### config.mk
export PLATFORM = sky130hd
export DESIGN_NAME = coolgirl_cfg_ctrl
export DESIGN_NICKNAME = d
export VERILOG_FILES = /design/src/rtl/coolgirl_cfg_ctrl.sv
export SDC_FILE = /design/constraint.sdc
export NUM_CORES = 1
export LEC_CHECK = 0
export BUFFER_PORTS_ARGS = -buffer_cell sky130_fd_sc_hd__buf_2
export CELL_PAD_IN_SITES_DETAIL_PLACEMENT = 1
export CELL_PAD_IN_SITES_GLOBAL_PLACEMENT = 1
export CORE_MARGIN = 8
export CORE_UTILIZATION = 40
export CTS_CLUSTER_DIAMETER = 50
export DETAILED_ROUTE_END_ITERATION = 7
export PLACE_DENSITY_LB_ADDON = 0.1
export REMOVE_ABC_BUFFERS = 1
export SETUP_SLACK_MARGIN = 0.4
export SLEW_MARGIN = 10
export SYNTH_ARGS = -nofsm -noshare
export SYNTH_HDL_FRONTEND = slang
export SYNTH_SLANG_ARGS = --single-unit
export TNS_END_PERCENT = 1
### constraint.sdc
create_clock -name m2 -period 2 [get_ports m2]
set_input_delay 0.1 -clock m2 [delete_from_list [all_inputs] [get_ports m2]]
set_output_delay 0.1 -clock m2 [all_outputs]
set_load 0.05 [all_outputs]
### src/rtl/coolgirl_cfg_ctrl.sv
// ---------------------------------------------------------------------------
// coolgirl_cfg_ctrl
//
// Turns CPU writes into the $5000-$5FFF multicart configuration window into
// the control fields of the mapping datapath. Register writes R0-R6 only land
// in shadow copies. A commit (R7, D0=1) copies every shadow field into the
// active outputs on one edge, so the datapath never sees a half-written setup.
// An optional lock freezes the configuration until reset. A power-on hold
// window ignores bus activity while the console comes up.
//
// All state changes on the falling edge of m2.
//
// Ports:
//   m2                 CPU M2, the only clock (falling edge active)
//   reset_n            asynchronous active-low reset
//   romsel             CPU /ROMSEL
//   cpu_rw_in          CPU R/W (0 = write)
//   cpu_addr_in[14:0]  CPU A14..A0
//   cpu_data_in[7:0]   CPU data bus
//   cpu_base[12:0]     active PRG base, address bits [26:14]
//   prg_mask[6:0]      active PRG mask, address bits [20:14]
//   chr_mask[4:0]      active CHR mask, address bits [17:13]
//   sram_page[1:0]     active SRAM page
//   sram_enabled       SRAM enable
//   prg_write_enabled  flash write enable
//   chr_write_enabled  CHR write enable
//   map_rom_on_6000    ROM mapped at $6000
//   four_screen        four-screen enable
//   mapper[4:0]        active mapper select
//   cfg_locked         high while the configuration is locked
//   cfg_changed        one-cycle pulse on the edge the active fields load
//   state_o[1:0]       FSM state (0 INIT, 1 OPEN, 2 COMMIT, 3 LOCKED)
//
// Bus handshake: there is no valid/ready pair. A write is a single bus cycle
// qualified by romsel=1, cpu_rw_in=0 and A14..A12=101; it is accepted or
// dropped on that cycle's falling m2 edge and never stalls the CPU.
// ---------------------------------------------------------------------------
module coolgirl_cfg_ctrl #(
    parameter int unsigned INIT_CYCLES    = 15,
    parameter logic [6:0]  RESET_PRG_MASK = 7'h7E,
    parameter bit          ENABLE_LOCK    = 1'b1
) (
    input  logic        m2,
    input  logic        reset_n,
    input  logic        romsel,
    input  logic        cpu_rw_in,
    input  logic [14:0] cpu_addr_in,
    input  logic [7:0]  cpu_data_in,
    output logic [12:0] cpu_base,
    output logic [6:0]  prg_mask,
    output logic [4:0]  chr_mask,
    output logic [1:0]  sram_page,
    output logic        sram_enabled,
    output logic        prg_write_enabled,
    output logic        chr_write_enabled,
    output logic        map_rom_on_6000,
    output logic        four_screen,
    output logic [4:0]  mapper,
    output logic        cfg_locked,
    output logic        cfg_changed,
    output logic [1:0]  state_o
);

    typedef enum logic [1:0] {
        S_INIT   = 2'd0,
        S_OPEN   = 2'd1,
        S_COMMIT = 2'd2,
        S_LOCKED = 2'd3
    } state_t;

    localparam logic [3:0] INIT_LOAD = 4'(INIT_CYCLES);

    state_t      state_q;
    logic [3:0]  init_cnt_q;
    logic        pending_lock_q;

    // Shadow copies, written by R0-R6
    logic [12:0] sh_base_q;
    logic [6:0]  sh_prg_mask_q;
    logic [4:0]  sh_chr_mask_q;
    logic [1:0]  sh_sram_page_q;
    logic        sh_sram_en_q;
    logic        sh_prg_we_q;
    logic        sh_chr_we_q;
    logic        sh_rom6000_q;
    logic        sh_four_q;
    logic [4:0]  sh_mapper_q;

    // Active copies, loaded only in COMMIT
    logic [12:0] act_base_q;
    logic [6:0]  act_prg_mask_q;
    logic [4:0]  act_chr_mask_q;
    logic [1:0]  act_sram_page_q;
    logic        act_sram_en_q;
    logic        act_prg_we_q;
    logic        act_chr_we_q;
    logic        act_rom6000_q;
    logic        act_four_q;
    logic [4:0]  act_mapper_q;
    logic        cfg_locked_q;
    logic        cfg_changed_q;

    logic        wr;
    logic [2:0]  reg_idx;
    logic        shadow_open;
    logic        unused_addr;

    // A11..A3 are mirrored and deliberately ignored
    assign unused_addr = ^cpu_addr_in[11:3];

    assign wr          = romsel & ~cpu_rw_in & (cpu_addr_in[14:12] == 3'b101);
    assign reg_idx     = cpu_addr_in[2:0];
    // Shadow stays writable during the COMMIT cycle; the active copy loads the
    // pre-write shadow because both use the register values from before the edge.
    assign shadow_open = (state_q == S_OPEN) || (state_q == S_COMMIT);

    always_ff @(negedge m2 or negedge reset_n) begin
        if (!reset_n) begin
            state_q         <= S_INIT;
            init_cnt_q      <= INIT_LOAD;
            pending_lock_q  <= 1'b0;
            sh_base_q       <= '0;
            sh_prg_mask_q   <= RESET_PRG_MASK;
            sh_chr_mask_q   <= '0;
            sh_sram_page_q  <= '0;
            sh_sram_en_q    <= 1'b0;
            sh_prg_we_q     <= 1'b0;
            sh_chr_we_q     <= 1'b0;
            sh_rom6000_q    <= 1'b0;
            sh_four_q       <= 1'b0;
            sh_mapper_q     <= '0;
            act_base_q      <= '0;
            act_prg_mask_q  <= RESET_PRG_MASK;
            act_chr_mask_q  <= '0;
            act_sram_page_q <= '0;
            act_sram_en_q   <= 1'b0;
            act_prg_we_q    <= 1'b0;
            act_chr_we_q    <= 1'b0;
            act_rom6000_q   <= 1'b0;
            act_four_q      <= 1'b0;
            act_mapper_q    <= '0;
            cfg_locked_q    <= 1'b0;
            cfg_changed_q   <= 1'b0;
        end else begin
            cfg_changed_q <= 1'b0;

            if (wr && shadow_open) begin
                case (reg_idx)
                    3'd0: sh_base_q[12:8] <= cpu_data_in[4:0];
                    3'd1: sh_base_q[7:0]  <= cpu_data_in;
                    3'd2: sh_prg_mask_q   <= cpu_data_in[6:0];
                    3'd3: sh_chr_mask_q   <= cpu_data_in[4:0];
                    3'd4: begin
                        sh_sram_page_q <= cpu_data_in[1:0];
                        sh_sram_en_q   <= cpu_data_in[7];
                    end
                    3'd5: sh_mapper_q     <= cpu_data_in[4:0];
                    3'd6: begin
                        sh_prg_we_q  <= cpu_data_in[0];
                        sh_chr_we_q  <= cpu_data_in[1];
                        sh_rom6000_q <= cpu_data_in[2];
                        sh_four_q    <= cpu_data_in[3];
                    end
                    default: ;
                endcase
            end

            case (state_q)
                S_INIT: begin
                    if (init_cnt_q != 4'd0) begin
                        init_cnt_q <= init_cnt_q - 4'd1;
                    end
                    // Leaving on the edge the count reaches zero makes the
                    // next edge the first one that accepts a write.
                    if (init_cnt_q <= 4'd1) begin
                        state_q <= S_OPEN;
                    end
                end
                S_OPEN: begin
                    if (wr && (reg_idx == 3'd7) && cpu_data_in[0]) begin
                        state_q        <= S_COMMIT;
                        pending_lock_q <= cpu_data_in[7] & ENABLE_LOCK;
                    end
                end
                S_COMMIT: begin
                    act_base_q      <= sh_base_q;
                    act_prg_mask_q  <= sh_prg_mask_q;
                    act_chr_mask_q  <= sh_chr_mask_q;
                    act_sram_page_q <= sh_sram_page_q;
                    act_sram_en_q   <= sh_sram_en_q;
                    act_prg_we_q    <= sh_prg_we_q;
                    act_chr_we_q    <= sh_chr_we_q;
                    act_rom6000_q   <= sh_rom6000_q;
                    act_four_q      <= sh_four_q;
                    act_mapper_q    <= sh_mapper_q;
                    cfg_changed_q   <= 1'b1;
                    pending_lock_q  <= 1'b0;
                    if (pending_lock_q) begin
                        state_q      <= S_LOCKED;
                        cfg_locked_q <= 1'b1;
                    end else begin
                        state_q <= S_OPEN;
                    end
                end
                S_LOCKED: ;
                default: state_q <= S_INIT;
            endcase
        end
    end

    assign cpu_base          = act_base_q;
    assign prg_mask          = act_prg_mask_q;
    assign chr_mask          = act_chr_mask_q;
    assign sram_page         = act_sram_page_q;
    assign sram_enabled      = act_sram_en_q;
    assign prg_write_enabled = act_prg_we_q;
    assign chr_write_enabled = act_chr_we_q;
    assign map_rom_on_6000   = act_rom6000_q;
    assign four_screen       = act_four_q;
    assign mapper            = act_mapper_q;
    assign cfg_locked        = cfg_locked_q;
    assign cfg_changed       = cfg_changed_q;
    assign state_o           = state_q;

endmodule

==> impl_metrics.tcl <==
set metrics [dict create \
    fp.dieH_um 107 \
    portBuffers 58 \
    fin_util 0.559 \
    gp_congestion 0.742 \
    clock-sinks 83 \
    clk_pin_slew_ns 0.06 \
    cp-startpoint "cpu_rw_in" \
    syn2layout_area_growth_pct 37.2 \
    antenna_found_initial 0 \
    cts_tree "built" \
    hold_viol_final 0 \
    tightest_slew_ns 0.414 \
    track_usage 0.137 \
    ir_drop_v 0.000565 \
    drt_wl_total_mm 7.36 \
    dieArea_um2 11500 \
    ys_warn_count 0 \
    worst_ep_required_time_ns 1.19 \
    worst_slack_ns -0.237 \
    power_density_nw_per_um2 1390 \
    ff_latch_area_um2 2100 \
    dr_total_vias 2081 \
    hold_start "sh_base_q[3]$_DFFE_NN0P_" \
    finalPower_w 0.00632 \
    cp_slowest_cell "or3_1" \
    cts.htree.levels 3 \
    io_pins 68 \
    critPathLaunchType "input pin" \
    route.detailed.drc 0 \
    relSlewSlack 0.721 \
    skew_ns 0.0666 \
    cts.root.buffer_cell "clkbuf_8" \
    core_um2 8130 \
    drv_cap 0 \
    vias_per_cell 4.86 \
    synth_area_um2 3310 \
    numCtsBuffers 9 \
    dp_cells 396 \
    num_antenna_cells 0 \
    ant_nets 0 \
    critical_path_buf_inv_count 1 \
    fin_cells 428 \
    synth_seq_cells 83 \
    reg2reg_from "state_o[1]$_DFFE_NN0P_" \
    num_rows 33 \
    drive_above_1_share 0.619 \
    synth_cell_type_count 26 \
    first_pass_iters 4 \
    wl_per_cell_um 17.2 \
    holdWs_ns 0.443 \
    clock_latency_ns 0.40 \
    die_w_um 107 \
    drv_slew 0 \
    num-fill-cells 811 \
    yosysSeqAreaShare 0.633 \
    worst_setup_path_end_kind "flop" \
    cp_top_family "simple AND/OR/NAND/NOR gates" \
    syn-mean-instance-area_um2 15.4 \
    initial_utilization 0.407 \
    fin_nets 352 \
    fin_tns_setup_ns -9.20 \
    crit_chain "buf_6 -> nand4bb_4 -> or3_1 -> a221o_1 -> mux2_4" \
    worstPathMaxFanout 2 \
    rsz0062_at_grt "yes" \
    hpwl_mm 5.27 \
    critPathKind "in -> reg" \
    power_leakage_nw 2.32 \
    worstPathArrival_ns 1.42 \
    worstHoldPathType "reg -> reg" \
    outcome "finished, violations left" \
    synthCells 215 \
    setup_viol 79 \
    failed_checks "setup timing" \
    grt_pass1_wl_mm 12.2 \
    multi_input_area_um2 1240 \
    grt-ovfl-total 0 \
    grt_max_degree 31 \
    cts_buffer_depth 2 \
    drtIter0Drc 76 \
    cpPeakStageDelay_ns 0.36 \
    grt_pass1_vias 2388 \
]
[through the flow]
step / worst slack, ns / cell area [µm²]
finish: -0.237 / 4540
detailed placement: -0.684 / 3930
global placement: -0.650 / 3930
CTS: -0.231 / 4530
floorplan: -0.537 / 3300
global route: -0.280 / 4540
[per-layer routing]
| metal | part of all wire | GRT usage | vias up |
|---|---|---|---|
| li1 | - | - | 965 |
| met3 | 0.038 | 0.0330 | 8 |
| met5 | 0 | 0 | - |
| met1 | 0.45 | 0.167 | 1073 |
| met4 | 0.012 | 0.0603 | 0 |
| met2 | 0.50 | 0.226 | 35 |
[final cells by class]
type / count / area share
tap: 105 / 0.0289
clock inverter: 22 / 0.0251
inverter: 5 / 0.00413
timing repair buffer: 81 / 0.175
multi-input combinational: 122 / 0.273
sequential: 83 / 0.461
clock buffer: 10 / 0.0328
[registers in the layout (all words and copies together), names as in the netlist, 2 cells and up]
signal          cells
prg_mask            7
sh_prg_mask_q       7
sh_sram_page_q      2
init_cnt_q          4
state_o             2
chr_mask            5
sh_base_q          13
cpu_base           13
sram_page           2
sh_mapper_q         5
mapper              5
sh_chr_mask_q       5
[logic make-up (layout without fill, tap and decap cells)]
logic type      count (synthesis)  count (layout)  synth area share
xor+xnor                        1               1           0.00264
simple gates                   28              28            0.0498
flops                          83              83             0.633
compound gates                 10              10            0.0189
fa+ha+maj                       7               7            0.0264
buf+inv                        10             118            0.0113
mux                            76              76             0.258
[cell usage after synthesis (all sizes together)]
cell type  count  area [µm²]
mux2          75         845
dfrtn         67        1680
dfstp         16         420
nand2         12        45.0
ha             7        87.6
inv            6        22.5
o21ai          4        20.0
buf            3        11.3
nor2           3        11.3
nor2b          3        18.8
nor3           3        15.0
a21o           2        15.0
nand3          2        10.0
a21oi          1        5.00
a221o          1        10.0
a31oi          1        6.26
clkbuf         1        3.75
mux2i          1        10.0
nand2b         1        6.26
nand4bb        1        27.5
nor4b          1        15.0
o22ai          1        6.26
or3            1        6.26
or4b           1        10.0
xnor2          1        8.76
[where the power goes]
group,internal [W],switching (W)
logic,0.00109,0.00151
clock network,0.000594,0.000748
registers,0.00212,0.000266
total,0.00380,0.00252
[repair_timing]
item | 4_1_cts | 5_1_grt
hold buffers | 0 | 0
setup buffers | 0 | 1
gates resized for setup | 103 | 1
pin swaps | 3 | 1
setup endpoints to repair | 108 | 98
[final timing paths]
kind	to	slack (ns)	cells after the start
max in group asynchronous	sh_base_q[8]$_DFFE_NN0P_	0.81	2
min	cpu_base[3]$_DFFE_NN0N_	0.44	1
max reg2reg	sh_base_q[5]$_DFFE_NN0P_	-0.02	8
max	state_o[1]$_DFFE_NN0P_	-0.24	5
min reg2reg	cpu_base[3]$_DFFE_NN0N_	0.44	1
min in group asynchronous	sh_chr_mask_q[0]$_DFFE_NN0P_	0.57	1
[cells in the final DEF, fill, tap and decap left out, types with 2 or more instances in the layout]
cell type,netlist,layout
buf_8,0,6
inv_1,6,21
inv_8,0,2
a21o_1,2,2
o21ai_0,4,4
buf_2,0,15
clkbuf_8,0,9
mux2_2,74,74
dfstp_2,16,16
nand2_1,12,6
nand2_4,0,2
buf_12,0,3
nor2_1,3,3
buf_4,0,19
ha_1,7,6
nand2_2,0,4
inv_6,0,2
nor2b_1,3,3
nor3_1,3,2
dfrtn_1,67,67
buf_6,0,38
No activity file was read; power rests on OpenSTA's default activity.
